### config.mk
export PLATFORM = sky130hd
export DESIGN_NAME = dds_table_cfg_ctrl_flat
export DESIGN_NICKNAME = d
export VERILOG_FILES = /design/src/rtl/dds_table_cfg_ctrl_if.sv /design/src/rtl/dds_table_cfg_ctrl.sv /design/src/flat_wrapper.sv
export SDC_FILE = /design/constraint.sdc
export NUM_CORES = 1
export LEC_CHECK = 0
export CAP_MARGIN = 30
export CORE_MARGIN = 2
export CORE_UTILIZATION = 35
export CTS_CLUSTER_SIZE = 25
export DETAILED_ROUTE_END_ITERATION = 8
export GPL_TIMING_DRIVEN = 0
export HOLD_SLACK_MARGIN = 0.05
export PLACE_DENSITY = 0.56
export SLEW_MARGIN = 20
export SYNTH_ARGS = -nofsm -noshare
export SYNTH_HDL_FRONTEND = slang
export SYNTH_SLANG_ARGS = --single-unit
### constraint.sdc
create_clock -name clk -period 13.4 [get_ports clk]
set_input_delay 3.35 -clock clk [delete_from_list [all_inputs] [get_ports clk]]
set_output_delay 3.35 -clock clk [all_outputs]
set_load 0.03 [all_outputs]
### src/rtl/dds_table_cfg_ctrl_if.sv
// dds_table_cfg_ctrl_if: host command stream plus table-write / control outputs
// of the DDS table configuration sequencer.
// Optional: LOAD_CHECKSUM_EN adds the load_sum checksum signal.
interface dds_table_cfg_ctrl_if #(
    parameter int unsigned ADDR_W = 6,
    parameter int unsigned DATA_W = 48
);
    logic              load_start;
    logic              cfg_valid;
    logic              cfg_ready;
    logic [1:0]        cfg_cmd;
    logic [15:0]       cfg_data;
    logic              cen;
    logic              wen;
    logic [ADDR_W-1:0] index_wri;
    logic [DATA_W-1:0] D;
    logic [15:0]       fcw;
    logic [15:0]       offset;
    logic              loaded;
    logic              err;
`ifdef LOAD_CHECKSUM_EN
    logic [15:0]       load_sum;
`endif

    // Host / bench side.
    modport master (
        output load_start, cfg_valid, cfg_cmd, cfg_data,
        input  cfg_ready, cen, wen, index_wri, D, fcw, offset, loaded, err
`ifdef LOAD_CHECKSUM_EN
        , input load_sum
`endif
    );

    // Sequencer side.
    modport slave (
        input  load_start, cfg_valid, cfg_cmd, cfg_data,
        output cfg_ready, cen, wen, index_wri, D, fcw, offset, loaded, err
`ifdef LOAD_CHECKSUM_EN
        , output load_sum
`endif
    );
endinterface

### src/rtl/dds_table_cfg_ctrl.sv
// dds_table_cfg_ctrl: assembles 48-bit PAC table entries from three 16-bit
// host beats, writes all DEPTH entries, then enables the table (cen). fcw and
// offset are staged in shadow registers and applied together on commit.
// Optional: define LOAD_CHECKSUM_EN to add load_sum, the modulo-2^16 sum of
// table beats accepted since the last load_start.
module dds_table_cfg_ctrl #(
    parameter int unsigned DEPTH  = 64,
    parameter int unsigned ADDR_W = 6,
    parameter int unsigned DATA_W = 48
) (
    input logic                 clk,
    input logic                 reset,
    dds_table_cfg_ctrl_if.slave bus
);
    typedef enum logic [1:0] {IDLE, LOAD, WRITE, RUN} state_t;

    localparam logic [ADDR_W-1:0] LAST_IDX = ADDR_W'(DEPTH - 1);

    state_t            state_q;
    logic [1:0]        beat_q;
    logic [ADDR_W-1:0] index_q;
    logic [DATA_W-1:0] d_q;
    logic              wen_q;
    logic              cen_q;
    logic              loaded_q;
    logic              err_q;
    logic [15:0]       fcw_q;
    logic [15:0]       offset_q;
    logic [15:0]       fcw_sh_q;
    logic [15:0]       offset_sh_q;
`ifdef LOAD_CHECKSUM_EN
    logic [15:0]       sum_q;
`endif
    logic              cfg_ready;
    logic              accept;

    // Beats are refused while a table write is in flight or a restart is taken.
    always_comb begin
        cfg_ready = (state_q != WRITE) && !bus.load_start;
        accept    = bus.cfg_valid && cfg_ready;
    end

    // Sequencer FSM with all outputs registered.
    always_ff @(posedge clk or posedge reset) begin
        if (reset) begin
            state_q     <= IDLE;
            beat_q      <= '0;
            index_q     <= '0;
            d_q         <= '0;
            wen_q       <= 1'b0;
            cen_q       <= 1'b0;
            loaded_q    <= 1'b0;
            err_q       <= 1'b0;
            fcw_q       <= '0;
            offset_q    <= '0;
            fcw_sh_q    <= '0;
            offset_sh_q <= '0;
`ifdef LOAD_CHECKSUM_EN
            sum_q       <= '0;
`endif
        end else begin
            wen_q <= 1'b0;
            if (bus.load_start) begin
                // Restart wins over any beat; an in-flight WRITE already drove its wen.
                state_q  <= LOAD;
                beat_q   <= '0;
                index_q  <= '0;
                cen_q    <= 1'b0;
                loaded_q <= 1'b0;
                err_q    <= 1'b0;
`ifdef LOAD_CHECKSUM_EN
                sum_q    <= '0;
`endif
            end else begin
                case (state_q)
                    LOAD: begin
                        if (accept && bus.cfg_cmd == 2'b00) begin
                            case (beat_q)
                                2'd0:    d_q[15:0]  <= bus.cfg_data;
                                2'd1:    d_q[31:16] <= bus.cfg_data;
                                default: d_q[47:32] <= bus.cfg_data;
                            endcase
`ifdef LOAD_CHECKSUM_EN
                            sum_q <= sum_q + bus.cfg_data;
`endif
                            if (beat_q == 2'd2) begin
                                beat_q  <= '0;
                                wen_q   <= 1'b1;
                                state_q <= WRITE;
                            end else begin
                                beat_q <= beat_q + 2'd1;
                            end
                        end
                    end
                    WRITE: begin
                        if (index_q == LAST_IDX) begin
                            state_q  <= RUN;
                            cen_q    <= 1'b1;
                            loaded_q <= 1'b1;
                        end else begin
                            index_q <= index_q + ADDR_W'(1);
                            state_q <= LOAD;
                        end
                    end
                    default: ;
                endcase

                if (accept) begin
                    case (bus.cfg_cmd)
                        2'b00: if (state_q != LOAD) err_q <= 1'b1;
                        2'b01: fcw_sh_q    <= bus.cfg_data;
                        2'b10: offset_sh_q <= bus.cfg_data;
                        default: begin
                            fcw_q    <= fcw_sh_q;
                            offset_q <= offset_sh_q;
                        end
                    endcase
                end
            end
        end
    end

    assign bus.cfg_ready = cfg_ready;
    assign bus.cen       = cen_q;
    assign bus.wen       = wen_q;
    assign bus.index_wri = index_q;
    assign bus.D         = d_q;
    assign bus.fcw       = fcw_q;
    assign bus.offset    = offset_q;
    assign bus.loaded    = loaded_q;
    assign bus.err       = err_q;
`ifdef LOAD_CHECKSUM_EN
    assign bus.load_sum  = sum_q;
`endif
endmodule

### src/flat_wrapper.sv
// flat-port wrapper written by rule: the top's interface ports become plain ports
module dds_table_cfg_ctrl_flat 
#(
    parameter int unsigned DEPTH  = 64,
    parameter int unsigned ADDR_W = 6,
    parameter int unsigned DATA_W = 48
)
  (clk, reset, bus_load_start, bus_cfg_valid, bus_cfg_cmd, bus_cfg_data, bus_cfg_ready, bus_cen, bus_wen, bus_index_wri, bus_D, bus_fcw, bus_offset, bus_loaded, bus_err);
  dds_table_cfg_ctrl_if #(.ADDR_W(ADDR_W), .DATA_W(DATA_W)) bus_i ();
  input logic clk;
  input logic reset;
  input wire logic [$bits(bus_i.load_start)-1:0] bus_load_start;
  input wire logic [$bits(bus_i.cfg_valid)-1:0] bus_cfg_valid;
  input wire logic [$bits(bus_i.cfg_cmd)-1:0] bus_cfg_cmd;
  input wire logic [$bits(bus_i.cfg_data)-1:0] bus_cfg_data;
  output wire logic [$bits(bus_i.cfg_ready)-1:0] bus_cfg_ready;
  output wire logic [$bits(bus_i.cen)-1:0] bus_cen;
  output wire logic [$bits(bus_i.wen)-1:0] bus_wen;
  output wire logic [$bits(bus_i.index_wri)-1:0] bus_index_wri;
  output wire logic [$bits(bus_i.D)-1:0] bus_D;
  output wire logic [$bits(bus_i.fcw)-1:0] bus_fcw;
  output wire logic [$bits(bus_i.offset)-1:0] bus_offset;
  output wire logic [$bits(bus_i.loaded)-1:0] bus_loaded;
  output wire logic [$bits(bus_i.err)-1:0] bus_err;
  assign bus_i.load_start = bus_load_start;
  assign bus_i.cfg_valid = bus_cfg_valid;
  assign bus_i.cfg_cmd = bus_cfg_cmd;
  assign bus_i.cfg_data = bus_cfg_data;
  assign bus_cfg_ready = bus_i.cfg_ready;
  assign bus_cen = bus_i.cen;
  assign bus_wen = bus_i.wen;
  assign bus_index_wri = bus_i.index_wri;
  assign bus_D = bus_i.D;
  assign bus_fcw = bus_i.fcw;
  assign bus_offset = bus_i.offset;
  assign bus_loaded = bus_i.loaded;
  assign bus_err = bus_i.err;
  dds_table_cfg_ctrl #(.DEPTH(DEPTH), .ADDR_W(ADDR_W), .DATA_W(DATA_W)) u_core (.clk(clk), .reset(reset), .bus(bus_i));
endmodule
==> impl_results.md <==
* DIE AREA at about 15000 um^2
* Drt drc at 0
* Combinational share of power at 26.5%
* Worst Tran Pin Value at 0.809 ns
* Flops & latches, synth at 125
* CTS tree: built
* PostCTS Resize Cnt at 0
* Worst-path clk slew at 0.05 ns
* Vias at ~3000
* Post-Synth Adder-Cell Area at 0.256%
* GPL Wtd Cong at a little over 0.7
* Cell area after layout at ~6800 um^2
* Die width at 122 um
* Max-slew headroom at 46.0%
* Post-CTS Hold Buffers at 0
* Setup violators final at 0
* Post-Synth XOR/XNOR Area at 0.179%
* Average wire per standard cell at about 17 um
* CTS Sinks at between 100 and 150
* Final ANT Viol Nets at 0
* Post-synthesis compound-gate area fraction at ~2.3%
* Number of buffers created by CTS at 17
* Maximum vdd ir drop at 0.0890 mV
* Port Buf Inserts at 111
* Crit path DAT at 4.55 ns
* Post-synthesis async set-or-reset flop share at 100%
* Setup crit end kind: output pin
* CTS Root Cell: clkbuf_16
* Status: finished clean
* Crit Reg-Reg Startpoint: u_core.state_q[1]$_DFFE_PP0P_
* Mux contribution to synthesized area at a little over a quarter
* Seq/Total Area, Yosys at a little under two thirds
* Switch Pwr at roughly 0.00035 W
* Avg Synthesized Cell Area at 16.0 um^2
* N_diodes at 0
* Hold Path Stages at 1
* Grt total ovfl at 0
* GRT Resource Usage Total at 15.7%
* Final Cycle Share at 58.9%
* Power share of the clock group at 32.8%
* Floorplan core area at 13800 um^2
* Core Util, Final at 49.1%
* H-tree Lvls at 4
* Fin Clk Skew at roughly 0.011 ns
* Hold Violations, Final at 0
* Largest net degree at the start of global routing at 70
* Min Tclk post-route at ~7.9 ns
* Post-Synth Simple-Gate Area at 3.89%
* Share of layout cells above drive strength 1 at 33.3%
* Nets@finish at 460
* DP HPWL at ~7.3 mm
* R2r worst-path depth at 5
* Layout Cells excl Fill at about 630
* Reg power frac at approximately two fifths
* Initial core utilization at between 30% and 40%
* Hold Path Origin: u_core.offset_sh_q[7]$_DFFE_PP0P_
* Initial antenna violation count at 0
* Main combinational cell family by area after synthesis: multiplexers
* Die height at 122 um
* Hold endpoint: u_core.offset_sh_q[7]$_DFFE_PP0P_
* Path type of the worst setup path: in -> out
* First-pass GRT wire length at 17.2 mm
* CP startpoint kind: primary input
* Num rows at 43
* Io pins at ~110
* Pwr Density at roughly 180 nW/um^2
* Vias in the first global route at 3060
* Cells after Synth at 305
* Area after DPL at 6260 um^2
* Lkg Pwr at ~3 nW
* Syn. warnings at 0
* RSZ-0062 raised after global routing: no
* Final TNS setup at 0 ns
* R2R Path End: u_core.bus.D[20]$_DFFE_PP0P_
* Placed cells at approximately 600
* Skew-Pair Late Insertion Delay at 0.41 ns
* R2R setup slack at around 11 ns
* Post-synth top flop: dfrtp_1
* Routed WL at 10.9 mm
* Initial DRT Pass Iterations at 4
* Syn Nets at roughly 330
* P&R area growth vs syn at 38.3%
* FMAX at ~130 MHz
* Required time worst endpoint at between 10 and 15 ns
* Worst hold path class: reg -> reg
* Drt via density at roughly 4.8
* Internal power at 0.000849 W
* CP Max Fanout at 10
* Net switching fraction of the power at 29.3%
* Post-CTS Setup Inserts at 0
* Mapped Area at 4890 um^2
* Max clock buf depth at 2
* EDFF count, synth at 0
* Max-cap violation count at 0
* Max-slew violations at 0
* Synth unique cells at 34
* 1st-iter DRT viols at roughly 140
-- cell usage in the layout, fill, tap and decap left out, types with 2 or more instances in the layout --
cell / Yosys / final
clkbuf_8: 0 / 3
nor3b_1: 2 / 2
inv_1: 5 / 4
a211oi_1: 2 / 2
or3b_1: 2 / 2
o311ai_0: 2 / 2
buf_2: 7 / 7
buf_4: 1 / 2
a21oi_1: 4 / 4
clkbuf_16: 0 / 17
mux2_1: 4 / 4
mux2_2: 100 / 100
buf_6: 3 / 3
nand4b_1: 4 / 4
nor2b_1: 2 / 2
clkdlybuf4s50_1: 0 / 111
mux2_4: 9 / 9
dfrtp_1: 125 / 125
nand2_1: 5 / 5
o41ai_1: 3 / 3
o21ai_0: 2 / 2
clkbuf_1: 3 / 8
or4_1: 3 / 3
nor2_1: 4 / 4
-- metal layers --
layer | global-route usage (%) | vias to the layer above | share of wire (%)
li1 | - | 1366 | -
met1 | 20.3 | 1541 | 44
met2 | 24.0 | 72 | 49
met3 | 5.16 | 18 | 5.0
met4 | 7.04 | 0 | 2.0
met5 | 0 | - | 0
-- power by group through the flow --
stage                     logic (W)  clock network (W)  registers (W)
after global routing       0.000335           0.000424       0.000499
after global placement     0.000318                  0       0.000493
final                      0.000319           0.000394       0.000488
after detailed placement   0.000323                  0       0.000495
after CTS                  0.000324           0.000405       0.000489
after floorplan           0.0000794                  0       0.000594
-- state kept, by name (all words and copies together) (netlist names) --
| register | count |
|---|---|
| u_core.beat_q | 2 |
| u_core.fcw_sh_q | 16 |
| u_core.bus.offset | 16 |
| u_core.bus.index_wri | 6 |
| u_core.state_q | 2 |
| u_core.bus.wen | 1 |
| u_core.bus.D | 48 |
| u_core.offset_sh_q | 16 |
| u_core.bus.fcw | 16 |
| u_core.bus.err | 1 |
| u_core.bus.cen | 1 |
-- critical path: stages --
cell             delay (ns)
buf_6                  0.11
clkbuf_1               0.38
nor2_1                 0.10
clkdlybuf4s50_1        0.61
-- synthesized netlist by cell type (2+ instances only) --
| master | instances | area share (%) |
|---|---|---|
| buf_6 | 3 | 0.69 |
| o21ai_0 | 2 | 0.20 |
| nor2b_1 | 2 | 0.26 |
| mux2_1 | 4 | 0.92 |
| clkbuf_1 | 3 | 0.23 |
| dfrtp_1 | 125 | 64 |
| mux2_2 | 100 | 23 |
| or3b_1 | 2 | 0.36 |
| nor2_1 | 4 | 0.31 |
| mux2_4 | 9 | 2.8 |
| a211oi_1 | 2 | 0.31 |
| nand4b_1 | 4 | 0.72 |
| nand2_1 | 5 | 0.38 |
| a21oi_1 | 4 | 0.41 |
| or4_1 | 3 | 0.46 |
| nor3b_1 | 2 | 0.31 |
| o311ai_0 | 2 | 0.36 |
| inv_1 | 5 | 0.38 |
| buf_2 | 7 | 0.72 |
| o41ai_1 | 3 | 0.54 |
-- how the worst max path moves through the flow --
| stage | from | to | slack, ns | cells past startpoint |
|---|---|---|---|---|
| 2_1_floorplan | bus_load_start | bus_cfg_ready | 5.96 | 3 |
| 3_3_place_gp | reset | u_core.fcw_sh_q[9]$_DFFE_PP0P_ | 4.96 | 2 |
| 3_5_place_dp | bus_load_start | bus_cfg_ready | 5.50 | 4 |
| 4_1_cts | bus_load_start | bus_cfg_ready | 5.50 | 4 |
| 5_1_grt | bus_load_start | bus_cfg_ready | 5.44 | 4 |
| 6_report | bus_load_start | bus_cfg_ready | 5.50 | 4 |
-- stage by stage --
step / total power, W / setup slack, ns / hold WS, ns
finish: 0.00120 / 5.50 / 0.481
global route: 0.00126 / 5.44 / 0.507
CTS: 0.00122 / 5.50 / 0.489
detailed placement: 0.000818 / 5.50 / 0.477
global placement: 0.000811 / 4.96 / 0.468
floorplan: 0.000674 / 5.96 / 0.459
-- cells by family after synthesis --
kind of cell	Yosys count
simple gates	28
flops	125
xor+xnor	1
buf+inv	20
fa+ha+maj	1
mux	114
compound gates	16
-- cell type report --
class / instances / area (um^2)
Fill cell: 1222 / 7010
Sequential cell: 125 / 3130
Multi-Input combinational cell: 160 / 1640
Timing Repair Buffer: 113 / 1150
Clock buffer: 25 / 485
Tap cell: 180 / 225
Buffer: 15 / 108
Inverter: 5 / 23.8
Clock inverter: 2 / 12.5
Power figures use the tool's default switching activity.
